===== config.mk =====
export PLATFORM = sky130hd
export DESIGN_NAME = sync_fifo_reader_flat
export DESIGN_NICKNAME = d
export VERILOG_FILES = /design/src/rtl/sync_fifo_reader_if.sv /design/src/rtl/sync_fifo_reader.sv /design/src/flat_wrapper.sv
export SDC_FILE = /design/constraint.sdc
export NUM_CORES = 1
export LEC_CHECK = 0
export BUFFER_PORTS_ARGS = -buffer_cell sky130_fd_sc_hd__buf_2
export CAP_MARGIN = 25
export CORE_ASPECT_RATIO = 0.9
export CORE_MARGIN = 2
export CORE_UTILIZATION = 25
export DETAILED_ROUTE_END_ITERATION = 8
export SLEW_MARGIN = 10
export SYNTH_ARGS = -nofsm -noshare
export SYNTH_HDL_FRONTEND = slang
export SYNTH_SLANG_ARGS = --single-unit
export TNS_END_PERCENT = 50

===== constraint.sdc =====
create_clock -name clk -period 3.1 [get_ports clk]
set_clock_uncertainty 0.1 [all_clocks]
set_input_delay 0 -clock clk [delete_from_list [all_inputs] [get_ports clk]]
set_output_delay 0 -clock clk [all_outputs]
set_load 0.01 [all_outputs]

===== src/rtl/sync_fifo_reader_if.sv =====
// sync_fifo_reader_if: FIFO read port plus valid/ready stream bundle.
// m_last exists only when SYNC_FIFO_READER_LAST_EN is defined.
interface sync_fifo_reader_if #(
  parameter int WIDTH = 8
);
  logic             fifo_empty;
  logic [WIDTH-1:0] fifo_rdata;
  logic             fifo_rd_en;
  logic             m_valid;
  logic [WIDTH-1:0] m_data;
  logic             m_ready;
`ifdef SYNC_FIFO_READER_LAST_EN
  logic             m_last;
`endif

  modport master (
    input  fifo_empty,
    input  fifo_rdata,
    input  m_ready,
    output fifo_rd_en,
    output m_valid,
    output m_data
`ifdef SYNC_FIFO_READER_LAST_EN
    ,
    output m_last
`endif
  );

  modport slave (
    output fifo_empty,
    output fifo_rdata,
    output m_ready,
    input  fifo_rd_en,
    input  m_valid,
    input  m_data
`ifdef SYNC_FIFO_READER_LAST_EN
    ,
    input  m_last
`endif
  );
endinterface


===== src/rtl/sync_fifo_reader.sv =====
// sync_fifo_reader: pops a registered-read FIFO into a 2-entry stream buffer.
// Define SYNC_FIFO_READER_LAST_EN to add PKT_LEN framing on m_last.
module sync_fifo_reader #(
  parameter int WIDTH     = 8,
  parameter int CNT_WIDTH = 16
`ifdef SYNC_FIFO_READER_LAST_EN
  ,
  parameter int PKT_LEN   = 4
`endif
) (
  input  logic                 clk,
  input  logic                 reset_n,
  sync_fifo_reader_if.master   bus,
  output logic [CNT_WIDTH-1:0] rd_count,
  output logic                 busy
);

  logic [WIDTH-1:0]     buf_q [2];
  logic [WIDTH-1:0]     buf_d [2];
  logic                 head_q;
  logic                 head_d;
  logic                 tail_q;
  logic                 tail_d;
  logic [1:0]           occ_q;
  logic [1:0]           occ_d;
  logic                 inflight_q;
  logic                 inflight_d;
  logic [CNT_WIDTH-1:0] cnt_q;
  logic [CNT_WIDTH-1:0] cnt_d;

  logic                 valid;
  logic                 pop;
  logic                 rd_en;
  logic [2:0]           level;

  assign valid = (occ_q != 2'd0);
  assign pop   = valid && bus.m_ready;

  // Words owned after this edge: buffered + arriving - leaving.
  assign level = {1'b0, occ_q}
               + {2'b00, inflight_q}
               - {2'b00, pop};

  // Strobe only when the FIFO has data and a buffer slot is guaranteed.
  assign rd_en = reset_n
              && !bus.fifo_empty
              && (level < 3'd2);

  assign bus.fifo_rd_en = rd_en;
  assign bus.m_valid    = valid;
  assign bus.m_data     = buf_q[head_q];
  assign rd_count       = cnt_q;
  assign busy           = valid || inflight_q;

  // Buffer capture/drain and pointer bookkeeping.
  always_comb begin
    buf_d      = buf_q;
    head_d     = head_q;
    tail_d     = tail_q;
    inflight_d = rd_en;
    cnt_d      = cnt_q;
    occ_d      = 2'(level);
    if (inflight_q) begin
      buf_d[tail_q] = bus.fifo_rdata;
      tail_d        = ~tail_q;
    end
    if (pop) begin
      head_d = ~head_q;
      cnt_d  = cnt_q + 1'b1;
    end
  end

  // State registers; any word in flight at reset is dropped.
  always_ff @(posedge clk or negedge reset_n) begin
    if (!reset_n) begin
      buf_q[0]   <= '0;
      buf_q[1]   <= '0;
      head_q     <= 1'b0;
      tail_q     <= 1'b0;
      occ_q      <= 2'd0;
      inflight_q <= 1'b0;
      cnt_q      <= '0;
    end else begin
      buf_q      <= buf_d;
      head_q     <= head_d;
      tail_q     <= tail_d;
      occ_q      <= occ_d;
      inflight_q <= inflight_d;
      cnt_q      <= cnt_d;
    end
  end

`ifdef SYNC_FIFO_READER_LAST_EN
  localparam logic [CNT_WIDTH-1:0] LAST_BEAT =
    CNT_WIDTH'(PKT_LEN - 1);

  logic [CNT_WIDTH-1:0] beat_q;
  logic [CNT_WIDTH-1:0] beat_d;

  // Beat position within the packet, advanced per delivered word.
  always_comb begin
    beat_d = beat_q;
    if (pop) begin
      if (beat_q == LAST_BEAT) begin
        beat_d = '0;
      end else begin
        beat_d = beat_q + 1'b1;
      end
    end
  end

  // Beat register.
  always_ff @(posedge clk or negedge reset_n) begin
    if (!reset_n) begin
      beat_q <= '0;
    end else begin
      beat_q <= beat_d;
    end
  end

  assign bus.m_last = valid && (beat_q == LAST_BEAT);
`endif

endmodule


===== src/flat_wrapper.sv =====
// flat-port wrapper written by rule: the top's interface ports become plain ports
module sync_fifo_reader_flat 
#(
  parameter int WIDTH     = 8,
  parameter int CNT_WIDTH = 16

)
  (clk, reset_n, rd_count, busy, bus_fifo_empty, bus_fifo_rdata, bus_m_ready, bus_fifo_rd_en, bus_m_valid, bus_m_data);
  sync_fifo_reader_if #(.WIDTH(WIDTH)) bus_i ();
  input  logic clk;
  input  logic reset_n;
  output logic [CNT_WIDTH-1:0] rd_count;
  output logic busy;
  input wire logic [$bits(bus_i.fifo_empty)-1:0] bus_fifo_empty;
  input wire logic [$bits(bus_i.fifo_rdata)-1:0] bus_fifo_rdata;
  input wire logic [$bits(bus_i.m_ready)-1:0] bus_m_ready;
  output wire logic [$bits(bus_i.fifo_rd_en)-1:0] bus_fifo_rd_en;
  output wire logic [$bits(bus_i.m_valid)-1:0] bus_m_valid;
  output wire logic [$bits(bus_i.m_data)-1:0] bus_m_data;
  assign bus_i.fifo_empty = bus_fifo_empty;
  assign bus_i.fifo_rdata = bus_fifo_rdata;
  assign bus_i.m_ready = bus_m_ready;
  assign bus_fifo_rd_en = bus_i.fifo_rd_en;
  assign bus_m_valid = bus_i.m_valid;
  assign bus_m_data = bus_i.m_data;
  sync_fifo_reader #(.WIDTH(WIDTH), .CNT_WIDTH(CNT_WIDTH)) u_core (.clk(clk), .reset_n(reset_n), .bus(bus_i), .rd_count(rd_count), .busy(busy));
endmodule

== After elaboration in Yosys (flattened, before gate mapping) ==
Cells that the tools add are included.

* $add $sub $neg: 3
* $mul: 0
* Div/mod/pow operators: 0
* $lt $le $gt $ge: 4
* Equality and inequality tests: 0
* Shifts and indexed selects: 0
* Muxes and demuxes: 6
* Bitwise gates (word level): 4
* Reduce and logical (&&, ||, !) cells: 7

{| class="wikitable"
|+ Operators with widths
! cell !! count
|-
| 8-bit 2-to-1 mux || 4
|-
| 16-bit by 1-bit adder with 16-bit output (second input constant) || 1
|-
| 16-bit bitwise mux || 1
|-
| 8-bit demux with 1-bit select || 1
|-
| 2-bit >= comparator (second input constant) || 2
|-
| 1-bit logical AND || 4
|-
| 1-bit inverter with 2-bit output || 2
|-
| 2-bit by 1-bit adder with 3-bit output || 1
|-
| 3-bit by 2-bit < comparator with 1-bit output (second input constant) || 1
|-
| 3-bit by 1-bit subtractor with 3-bit output || 1
|-
| 2-bit by 1-bit < comparator with 1-bit output (second input constant) || 1
|-
| 1-bit inverter || 2
|-
| 2-bit nonzero test || 1
|-
| 1-bit zero test || 1
|-
| 1-bit logical OR || 1
|}

* Register bits after elaboration: 37
* Bits in latches: 0
* Bits in writable memories: 0
* ROM bits: 0
* Input port bits: 12
* Output and inout port bits: 27
* Word-level logic and storage cells: 31
* Memories kept: 0

== Logic depth before layout (Yosys ltp) ==
Gate-level depths: netlist of run 1.

* Depth in word-level cells: 6
* Gate-level depth with buffers: 8

== Least setup slack after synthesis of run 1 ==
OpenSTA, ideal clock, no wires.

* Path kind: register to register
* Start point: reg u_core.occ_q[1]
* End point: reg u_core.inflight_q
* Data arrival time: 2.268 ns
* Required time: 2.819 ns
* Setup slack: 0.551 ns
* Stages on the path, launching flop included: 9
* Clock period less this slack: 2.549 ns
* Path through: dfrtp_1 o21ai_2 inv_1 ha_1 inv_1 ha_1 fa_1 xnor2_1 nor4b_1

* Word-level cells in the longest chain between the ends: 5
* Elaborated cells on any way between the ends: 6

{| class="wikitable"
|+ RTL lines
! what !! line !! RTL
|-
| start: declaration || sync_fifo_reader.sv:24 || <nowiki>logic [1:0] occ_q;</nowiki>
|-
| start signal: assignment || sync_fifo_reader.sv:80 || <nowiki>occ_q <= 2'd0;</nowiki>
|-
| start signal: assignment || sync_fifo_reader.sv:87 || <nowiki>occ_q <= occ_d;</nowiki>
|-
| 2-bit nonzero test || sync_fifo_reader.sv:36 || <nowiki>assign valid = (occ_q != 2'd0);</nowiki>
|-
| 1-bit logical AND || sync_fifo_reader.sv:37 || <nowiki>assign pop = valid && bus.m_ready;</nowiki>
|-
| named net u_core.pop || sync_fifo_reader.sv:32 || <nowiki>logic pop;</nowiki>
|-
| 3-bit by 1-bit subtractor with 3-bit output || sync_fifo_reader.sv:42 || <nowiki>- {2'b00, pop};</nowiki>
|-
| 3-bit by 2-bit < comparator with 1-bit output || sync_fifo_reader.sv:47 || <nowiki>&& (level < 3'd2);</nowiki>
|-
| 1-bit logical AND || sync_fifo_reader.sv:47 ||
|-
| named net bus_fifo_rd_en || flat_wrapper.sv:17 || <nowiki>output wire logic [$bits(bus_i.fifo_rd_en)-1:0] bus_fifo_rd_en;</nowiki>
|-
| end signal: assignment || sync_fifo_reader.sv:88 || <nowiki>inflight_q <= inflight_d;</nowiki>
|-
| end: declaration || sync_fifo_reader.sv:26 || <nowiki>logic inflight_q;</nowiki>
|}

The timed path passes the listed nets, and every way through them passes these cells.
A chain may end at the register's enable or synchronous reset.

== Worst setup path after layout of run 1 ==
* Start point: reg u_core.occ_q[1]
* End point: out bus_fifo_rd_en

* Word-level cells in the longest chain between the ends: 5
* Elaborated cells on any way between the ends: 6

{| class="wikitable"
|+ RTL lines
! what !! line
|-
| 2-bit nonzero test || sync_fifo_reader.sv:36
|-
| 1-bit logical AND || sync_fifo_reader.sv:37
|-
| named net u_core.pop || sync_fifo_reader.sv:32
|-
| 3-bit by 1-bit subtractor with 3-bit output || sync_fifo_reader.sv:42
|-
| 3-bit by 2-bit < comparator with 1-bit output || sync_fifo_reader.sv:47
|-
| 1-bit logical AND || sync_fifo_reader.sv:47
|-
| end: declaration || flat_wrapper.sv:17
|}

The timed path passes the listed nets, and every way through them passes these cells.

==> impl_metrics.tcl, run 1 <==
set metrics [dict create \
    port_buffers 38 \
    p_leak_nw 1.04 \
    critPathCaptureType "output pin" \
    dr.pass1.iters 3 \
    dieWidth_um 89.6 \
    syn-num-nets 143 \
    p_comb_share_pct 35.3 \
    grt_max_degree 38 \
    gr-total-overflow 0 \
    drtIter0Drc 21 \
    cts_setup_buffers 0 \
    r2r_end "u_core.inflight_q" \
    max_freq_mhz 373 \
    hold_path.class "input port to register" \
    final.period_utilization_pct 86.6 \
    place_ws_ns 0.694 \
    final_cells 272 \
    yosysUniqueCellTypes 23 \
    htree_levels 2 \
    track_usage_pct 10.1 \
    cp_data_arrival_time_ns 2.58 \
    timing.final.ws_setup_ns 0.416 \
    clk_path_buf_depth 2 \
    switching_share_pct 32.7 \
    gp_congestion 0.681 \
    powerDensity_nw_per_um2 855 \
    min_path_cells 4 \
    yosys_warnings 0 \
    wirelength_um 3290 \
    worst_hold_slack_ns 0.0156 \
    rsz0062_at_grt "false" \
    syn_inst 127 \
    fin_crit_ns 2.68 \
    dp.cells 254 \
    final_common_cell "buf_2" \
    antenna_cells 0 \
    r2r-start "u_core.occ_q[1]" \
    row_count 28 \
    synth_seq_area_share_pct 56.1 \
    required_ns 3.00 \
    holdPathEnd "u_core.rd_count[0]" \
    syn_area_per_cell_sq_um 13.0 \
    register_area_sq_um 926 \
    antenna_found_initial 0 \
    die_h_um 81.1 \
    p_seq_share_pct 44.4 \
    ios 39 \
    multi_input_area_sq_um 679 \
    drc 0 \
    r2r_slack_ns 0.78 \
    final_cell_mix "38 x buf_2, 37 x dfrtp_1, 24 x mux2_2, 11 x xnor2_1, 10 x dlygate4sd3_1" \
    antenna_left 0 \
    ir_drop_uv 296 \
    ys_ff_latch 37 \
    grt_pass1_vias 1148 \
    power.share.clock_pct 20.3 \
    grt_pass1_wl_um 5480 \
    syn_to_final_growth_pct 30.3 \
    finalSetupViolCount 0 \
    reg2reg_depth 9 \
    slew_violations 0 \
    vias 1111 \
    slew_headroom_pct 48.2 \
    cts_made_buffers 5 \
    cts_resized 0 \
    setup-tns-final_ns 0 \
    initial_core_util_pct 25.5 \
    cts_tree "done" \
    drive_above_1_share_pct 42.3 \
    drv_cap 0 \
    final_nets 197 \
    worst_slew_pin_slew_ns 0.775 \
    status "complete, no violations" \
    clkLatencyLatePin_ns 0.28 \
    vias_per_cell 4.08 \
    critical_path_class "register to output pin" \
    p_int_mw 1.24 \
    post-route-util_pct 33.2 \
    p_switching_mw 0.602 \
    wl_per_cell_um 12.1 \
    hold_viol 0 \
    fill_cells 683 \
    crit_path_max_fanout 8 \
    cts_sinks 37 \
    synth_area_sq_um 1650 \
    die_area_sq_um 7270 \
    cts_root_buf "clkbuf_8" \
    path_clk_slew_ns 0.07 \
    min-delay-start "bus_m_ready" \
    core_area_sq_um 6480 \
    dp_hpwl_um 2300 \
    cp-start-kind "register" \
]
synth_stat cells:
library cell / number / area share (%)
nand2_1: 9 / 2.0
mux2_2: 24 / 16
xnor2_1: 11 / 5.8
or4_4: 1 / 0.68
fa_1: 1 / 1.2
nor2_1: 6 / 1.4
xor2_1: 7 / 3.7
ha_1: 3 / 2.3
and4_1: 1 / 0.53
nor3_1: 1 / 0.30
or3_1: 1 / 0.38
nor4_4: 1 / 1.3
nand3_1: 6 / 1.8
buf_6: 1 / 0.68
or2_2: 2 / 0.76
inv_1: 7 / 1.6
nand4_1: 2 / 0.76
o21ai_2: 1 / 0.53
nor2b_1: 1 / 0.38
nor4b_1: 1 / 0.53
clkbuf_1: 2 / 0.46
dfrtp_1: 37 / 56
and3_1: 1 / 0.38
power by group through the flow:
stage	clock [mW]	sequential (mW)	combinational [mW]
2_1_floorplan	0	0.790	0.452
3_3_place_gp	0	0.821	0.643
3_5_place_dp	0	0.831	0.651
4_1_cts	0.395	0.823	0.664
5_1_grt	0.414	0.851	0.731
6_report	0.373	0.817	0.649
worst max path at each step:
stage / end / start / slack [ns]
6_report: bus_fifo_rd_en / u_core.occ_q[1] / 0.42
2_1_floorplan: u_core.inflight_q / u_core.occ_q[1] / 0.55
3_5_place_dp: bus_fifo_rd_en / u_core.occ_q[1] / 0.69
3_3_place_gp: bus_fifo_rd_en / u_core.occ_q[1] / 0.75
4_1_cts: bus_fifo_rd_en / u_core.occ_q[1] / 0.36
5_1_grt: bus_fifo_rd_en / u_core.occ_q[1] / 0.17
timing repair:
action,CTS,global route
hold buffers,10,0
endpoints found under the hold margin,54,0
setup endpoints to repair,0,0
logic make-up (layout without fill, tap and decap cells):
| group | count (synthesis) | after routing | synth area share, % |
|---|---|---|---|
| XOR/XNOR | 18 | 18 | 9.55 |
| adder cells (fa/ha/maj) | 4 | 4 | 3.49 |
| AO/OA/AOI/OAI | 1 | 1 | 0.531 |
| buffers and inverters | 10 | 65 | 2.73 |
| flip-flops | 37 | 37 | 56.1 |
| multiplexers | 24 | 24 | 16.4 |
| AND/OR/NAND/NOR | 33 | 33 | 11.2 |
sequential cells by signal, indices dropped and copies added, names as in the netlist:
name               flops
u_core.buf_q          16
u_core.occ_q           2
u_core.rd_count       16
u_core.head_q          1
u_core.tail_q          1
u_core.inflight_q      1
final cells by class:
cell class              count  share of cell area [%]
repair buffers             50                    14.2
flip-flops and latches     37                    43.0
well taps                  90                    5.24
clock inverters             1                   0.233
multi-input cells          80                    31.6
clock buffers               7                    4.48
inverters                   7                    1.22
worst max-delay path, stage by stage, from the launching register on:
cell     delay, ns
dfrtp_1       0.44
o21ai_2       0.13
buf_4         0.17
inv_1         0.08
ha_1          0.28
inv_1         0.04
ha_1          0.18
fa_1          0.38
xnor2_1       0.13
nor4b_1       0.30
buf_2         0.20
per-stage QoR:
step	power (mW)	area, sq um
after global placement	1.46	1950
after floorplan	1.24	1650
after detailed placement	1.48	1950
after CTS	1.88	2150
after global routing	2.00	2150
final	1.84	2150
metal layers:
| metal | wire length [um] | vias up | global-route usage [%] |
|---|---|---|---|
| li1 | - | 533 | - |
| met1 | 1590 | 550 | 13.7 |
| met2 | 1550 | 23 | 15.4 |
| met3 | 126 | 5 | 3.05 |
| met4 | 33 | 0 | 3.28 |
| met5 | 0 | - | 0 |
No activity file was read; power rests on OpenSTA's default activity.
==> run 2, diff against run 1 <==
--- a/config.mk
+++ b/config.mk
@@ -7,10 +7,13 @@
 export LEC_CHECK = 0
 export BUFFER_PORTS_ARGS = -buffer_cell sky130_fd_sc_hd__buf_2
 export CAP_MARGIN = 25
+export CELL_PAD_IN_SITES_DETAIL_PLACEMENT = 0
+export CELL_PAD_IN_SITES_GLOBAL_PLACEMENT = 1
 export CORE_ASPECT_RATIO = 0.9
 export CORE_MARGIN = 2
-export CORE_UTILIZATION = 25
+export CORE_UTILIZATION = 42
 export DETAILED_ROUTE_END_ITERATION = 8
+export PLACE_DENSITY_LB_ADDON = 0.1
 export SLEW_MARGIN = 10
 export SYNTH_ARGS = -nofsm -noshare
 export SYNTH_HDL_FRONTEND = slang
==> run 2 against run 1 <==
Combinational power grew 1%. Setup slack lost 0.15 ns. Die area shrank 39%. Cell area shrank 3.3%. Non-clock buffer count is the same. Worst hold slack gained 0.18 ns. Critical path type unchanged.
==> impl_metrics.tcl, run 2 (synthesis gave the netlist of run 1 again) <==
set metrics [dict create \
    status "complete, no violations" \
    core_area_sq_um 3730 \
    clk_path_buf_depth 2 \
    worst_slew_pin_slew_ns 0.750 \
    path_clk_slew_ns 0.07 \
    p_int_mw 1.19 \
    powerDensity_nw_per_um2 856 \
    die_area_sq_um 4450 \
    timing.final.ws_setup_ns 0.266 \
    gp_congestion 0.756 \
    p_comb_share_pct 36.9 \
    dp_hpwl_um 2050 \
    port_buffers 38 \
    cts_made_buffers 5 \
    drive_above_1_share_pct 41.2 \
    initial_core_util_pct 44.2 \
    htree_levels 2 \
    antenna_found_initial 0 \
    switching_share_pct 33.1 \
    r2r_slack_ns 0.62 \
    p_total_mw 1.78 \
    final_common_cell "buf_2" \
    fin_crit_ns 2.83 \
    multi_input_area_sq_um 679 \
    slew_violations 0 \
    p_leak_nw 1.03 \
    grt_pass1_wl_um 5040 \
    grt_max_degree 39 \
    fill_cells 320 \
    required_ns 3.00 \
    ios 39 \
    crit_path_max_fanout 8 \
    cts_root_buf "clkbuf_8" \
    clkLatencyLatePin_ns 0.28 \
    p_switching_mw 0.589 \
    grt_pass1_vias 1126 \
    gr-total-overflow 0 \
    hold_path.class "input port to asynchronous set/reset pin" \
    max_freq_mhz 353 \
    vias 1099 \
    critPathCaptureType "output pin" \
    critical_path_class "register to output pin" \
    setup-tns-final_ns 0 \
    cts_sinks 37 \
    hold_viol 0 \
    wirelength_um 2980 \
    die_h_um 63.5 \
    drv_cap 0 \
    row_count 21 \
    slew_headroom_pct 49.9 \
    p_seq_share_pct 45.6 \
    track_usage_pct 14.7 \
    vias_per_cell 4.82 \
    cp-start-kind "register" \
    register_area_sq_um 926 \
    dr.pass1.iters 4 \
    cp_data_arrival_time_ns 2.73 \
    finalSetupViolCount 0 \
    final_cell_mix "38 x buf_2, 37 x dfrtp_1, 24 x mux2_2, 11 x xnor2_1, 11 x dlygate4sd3_1" \
    antenna_cells 0 \
    final.period_utilization_pct 91.4 \
    power.share.clock_pct 17.5 \
    cts_tree "done" \
    drc 0 \
    cts_resized 0 \
    ir_drop_uv 501 \
    syn_to_final_growth_pct 26.0 \
    antenna_left 0 \
    dieWidth_um 70.1 \
    place_ws_ns 0.524 \
    final_nets 197 \
    rsz0062_at_grt "false" \
    wl_per_cell_um 13.1 \
    drtIter0Drc 16 \
]
-- run 2: cell count changes in the layout (fill, tap and decap cells not counted) --
cell,previous run,this run
clkinv_2,1,2
clkbuf_8,7,5
dlygate4sd3_1,10,11
clkbuf_1,0,1
buf_4,2,1
-- run 2: power by group through the flow --
stage | Sequential [mW] | Combinational [mW] | Clock [mW]
after floorplan | 0.790 | 0.452 | 0
after detailed placement | 0.821 | 0.659 | 0
after global placement | 0.808 | 0.634 | 0
final | 0.811 | 0.656 | 0.312
after CTS | 0.814 | 0.670 | 0.328
after global routing | 0.849 | 0.727 | 0.354
-- run 2: per-stage QoR --
step / instance area (sq um) / utilization (%) / hold WS [ns] / instances
after floorplan: 1650 / - / -0.396 / 127
after CTS: 2080 / 55.7 / 0.203 / 228
after detailed placement: 1890 / 50.6 / -0.0205 / 209
after global placement: 1890 / 50.6 / -0.0354 / 209
final: 2080 / 55.7 / 0.198 / 228
after global routing: 2080 / 55.7 / 0.232 / 228
-- run 2: final cells by class --
type                            count  share of cell area [%]
Inverter                            7                    1.26
Clock buffer                        6                    3.49
Clock inverter                      2                   0.481
Multi-Input combinational cell     80                    32.7
Tap cell                           46                    2.77
Sequential cell                    37                    44.5
Timing Repair Buffer               50                    14.8
-- run 2: metal layers --
metal | wire length (um) | vias up | global-route usage, % | share of wire (%)
li1 | - | 534 | - | -
met1 | 1390 | 540 | 17.7 | 46
met2 | 1450 | 23 | 25.2 | 48
met3 | 131 | 2 | 4.16 | 4.4
met4 | 19 | 0 | 5.05 | 0.64
met5 | 0 | - | 0 | 0
-- run 2: critical path, stage by stage, from the launching register on --
cell	delay, ns
dfrtp_1	0.44
o21ai_2	0.35
inv_1	0.13
ha_1	0.30
inv_1	0.04
ha_1	0.18
fa_1	0.38
xnor2_1	0.14
nor4b_1	0.30
buf_2	0.20
-- run 2: worst paths after layout --
path,startpoint,end,depth (start not counted)
max,u_core.occ_q[1],bus_fifo_rd_en,9
min,reset_n,u_core.rd_count[13],3
max reg2reg,u_core.occ_q[1],u_core.inflight_q,8
min reg2reg,u_core.rd_count[15],u_core.rd_count[15],1
max in group asynchronous,reset_n,u_core.buf_q[13],3
min in group clk,bus_fifo_empty,u_core.inflight_q,3
-- run 2: repair_timing --
| action | in CTS | in global routing |
|---|---|---|
| setup buffers | 0 | 0 |
| setup endpoints to repair | 0 | 0 |
| endpoints found under the hold margin | 57 | 0 |
| hold buffers | 11 | 0 |
==> run 3, diff against run 2 <==
--- a/config.mk
+++ b/config.mk
@@ -5,13 +5,15 @@
 export SDC_FILE = /design/constraint.sdc
 export NUM_CORES = 1
 export LEC_CHECK = 0
+export ABC_AREA = 1
 export BUFFER_PORTS_ARGS = -buffer_cell sky130_fd_sc_hd__buf_2
 export CAP_MARGIN = 25
 export CELL_PAD_IN_SITES_DETAIL_PLACEMENT = 0
 export CELL_PAD_IN_SITES_GLOBAL_PLACEMENT = 1
 export CORE_ASPECT_RATIO = 0.9
 export CORE_MARGIN = 2
-export CORE_UTILIZATION = 42
+export CORE_UTILIZATION = 41
+export CTS_BUF_LIST = sky130_fd_sc_hd__clkbuf_2 sky130_fd_sc_hd__clkbuf_4 sky130_fd_sc_hd__clkbuf_8
 export DETAILED_ROUTE_END_ITERATION = 8
 export PLACE_DENSITY_LB_ADDON = 0.1
 export SLEW_MARGIN = 10
==> run 3 against run 2 <==
First-iteration DRC count rose to 3.9 times the previous value. Area after synthesis rose by 8.0%. Cell count is 35% higher. Worst hold slack worse by 0.13 ns. Utilization fell by 1.4 points. Sequential share of layout area is 3.2 points lower. Cell area increased by 7.8%. Register-to-register slack better by 0.12 ns. Non-clock buffer count down 1. Critical path type unchanged. Highest routed layer unchanged.
==> impl_metrics.tcl, run 3 <==
set metrics [dict create \
    status "complete, no violations" \
    slew_headroom_pct 63.0 \
    p_total_mw 1.89 \
    final_common_cell "nand2_1" \
    synth_edf_count 0 \
    cp-start-kind "register" \
    dp.cells 289 \
    required_ns 3.00 \
    dieWidth_um 73.5 \
    yosysTopAreaCell "dfrtp_1" \
    synth_flop_cell "dfrtp_1" \
    row_count 22 \
    synth_area_leaders "dfrtp_1 52%, nand2_1 15%, inv_1 5.7%, o21ai_0 4.5%, xor2_1 3.9%" \
    powerDensity_nw_per_um2 844 \
    vias 1397 \
    crit_chain "nor2_2, nor2_8, ha_1, inv_1, ha_1, fa_1, nor4b_1, buf_2" \
    final_nets 274 \
    ios 39 \
    yosysUniqueCellTypes 26 \
    final_cells 307 \
    die_h_um 66.6 \
    cts_root_buf "clkbuf_8" \
    htree_levels 2 \
    synth_seq_area_share_pct 51.9 \
    drv_cap 0 \
    antenna_found_initial 0 \
    syn_to_final_growth_pct 25.8 \
    critPathTopFamily "adder cells" \
    wl_per_cell_um 11.6 \
    grt_max_degree 38 \
    gr-total-overflow 0 \
    yosys_warnings 0 \
    async_flop_share_pct 100 \
    track_usage_pct 17.5 \
    fin_crit_ns 2.72 \
    slew_violations 0 \
    synth_area_sq_um 1780 \
    synth_common_cells "71 x nand2_1, 37 x dfrtp_1, 27 x inv_1, 16 x o21ai_0, 10 x nor2_1" \
    path_clk_slew_ns 0.08 \
    p_leak_nw 1.21 \
    drive_above_1_share_pct 22.0 \
    path_buf_inv 2 \
    cp_data_arrival_time_ns 2.62 \
    critPathCaptureType "output pin" \
    cts_made_buffers 5 \
    crit_path_max_fanout 7 \
    max_stage_delay_ns 0.47 \
    synth_top_area_share_pct 51.9 \
    hold_path.class "input port to register" \
    hold_viol 0 \
    cts_tree "done" \
    syn_area_per_cell_sq_um 8.66 \
    ir_drop_uv 484 \
    vias_per_cell 4.55 \
    dr.pass1.iters 4 \
    clk_path_buf_depth 2 \
    fill_cells 401 \
    grt_pass1_vias 1437 \
    cts_sinks 37 \
    ys_ff_latch 37 \
    core_area_sq_um 4130 \
    setup-tns-final_ns 0 \
    dp_hpwl_um 2520 \
    clkLatencyLatePin_ns 0.28 \
    worst_slew_pin_slew_ns 0.550 \
    port_buffers 38 \
    antenna_cells 0 \
    finalSetupViolCount 0 \
    crit_cells 8 \
    worst_path_max_delay_cell "fa_1" \
    final_cell_mix "71 x nand2_1, 38 x buf_2, 37 x dfrtp_1, 27 x inv_1, 16 x o21ai_0" \
    initial_core_util_pct 43.2 \
    critical_path_class "register to output pin" \
    wirelength_um 3550 \
    yosysMostFrequentCell "nand2_1" \
    final.period_utilization_pct 87.9 \
    syn_inst 206 \
    rsz0062_at_grt "false" \
    grt_pass1_wl_um 6570 \
    syn-num-nets 222 \
    min_path_cells 3 \
    die_area_sq_um 4890 \
    gp_congestion 0.717 \
    antenna_left 0 \
    reg2reg_depth 7 \
    crit_top_cell "ha_1" \
    max_freq_mhz 367 \
    drtIter0Drc 62 \
    drc 0 \
]
[run 3: cell count changes in the layout (fill, tap and decap cells not counted), moves of 2 or more]
| cell | delta |
|---|---|
| nand2_1 | +62 |
| mux2_2 | -24 |
| inv_1 | +20 |
| o21ai_0 | +16 |
| xnor2_1 | -7 |
| nor2_1 | +4 |
| nor2_2 | +3 |
| clkinv_2 | -2 |
| nor2_4 | +2 |
| or2_2 | -2 |
[run 3: worst min-delay path, cell delays in order]
cell and delay [ns]:
buf_2 0.11, o21ai_0 0.21, xor2_1 0.10
[run 3: logic make-up after synthesis]
kind of cell               share of synthesized area, %
adders and majority gates                          3.23
DFF                                                51.9
and+or+nand+nor                                    26.3
buffers and inverters                              6.95
xor gates and xnor gates                           6.81
AOI/OAI and AO/OA                                  4.77
[run 3: per-stage QoR]
| stage | setup slack (ns) | util, % | area [sq um] | hold slack [ns] |
|---|---|---|---|---|
| after floorplan | 0.641 | - | 1780 | -0.396 |
| after global placement | 0.755 | 49.0 | 2020 | 0.0439 |
| after detailed placement | 0.697 | 49.0 | 2020 | 0.0367 |
| after CTS | 0.367 | 54.3 | 2240 | 0.0721 |
| after global routing | 0.263 | 54.3 | 2240 | 0.100 |
| final | 0.376 | 54.3 | 2240 | 0.0713 |
[run 3: path summary, 6_finish.rpt]
kind / slack (ns) / from / end
max: 0.38 / u_core.occ_q[1] / bus_fifo_rd_en
min reg2reg: 0.39 / u_core.buf_q[6] / u_core.buf_q[6]
min in group asynchronous: 0.25 / reset_n / u_core.buf_q[14]
max reg2reg: 0.74 / u_core.occ_q[1] / u_core.inflight_q
max in group asynchronous: 2.32 / reset_n / u_core.occ_q[0]
min: 0.07 / bus_m_ready / u_core.head_q
[run 3: repair_timing]
action | 4_1_cts | 5_1_grt
hold buffers | 10 | 0
setup buffers | 0 | 0
hold endpoints to repair | 54 | 0
gates resized for setup | 0 | 0
[run 3: final cells by class]
cell class	instances	area, sq um	share of cell area [%]
flip-flops and latches	37	926	41.3
multi-input cells	137	733	32.7
repair buffers	49	298	13.3
inverters	28	105	4.69
clock buffers	6	82.6	3.68
well taps	48	60.1	2.68
clock inverters	2	37.5	1.67
[run 3: per-layer routing]
metal	up-vias	GRT usage (%)	wire length, um
met3	4	3.63	120
met2	23	26.6	1470
li1	732	-	-
met4	0	5.45	31
met5	-	0	0
met1	638	24.9	1920
[run 3: report_power, final]
part	total, mW	switching (mW)	internal [mW]
sequential	0.801	0.143	0.659
clock	0.435	0.174	0.262
combinational	0.655	0.376	0.280
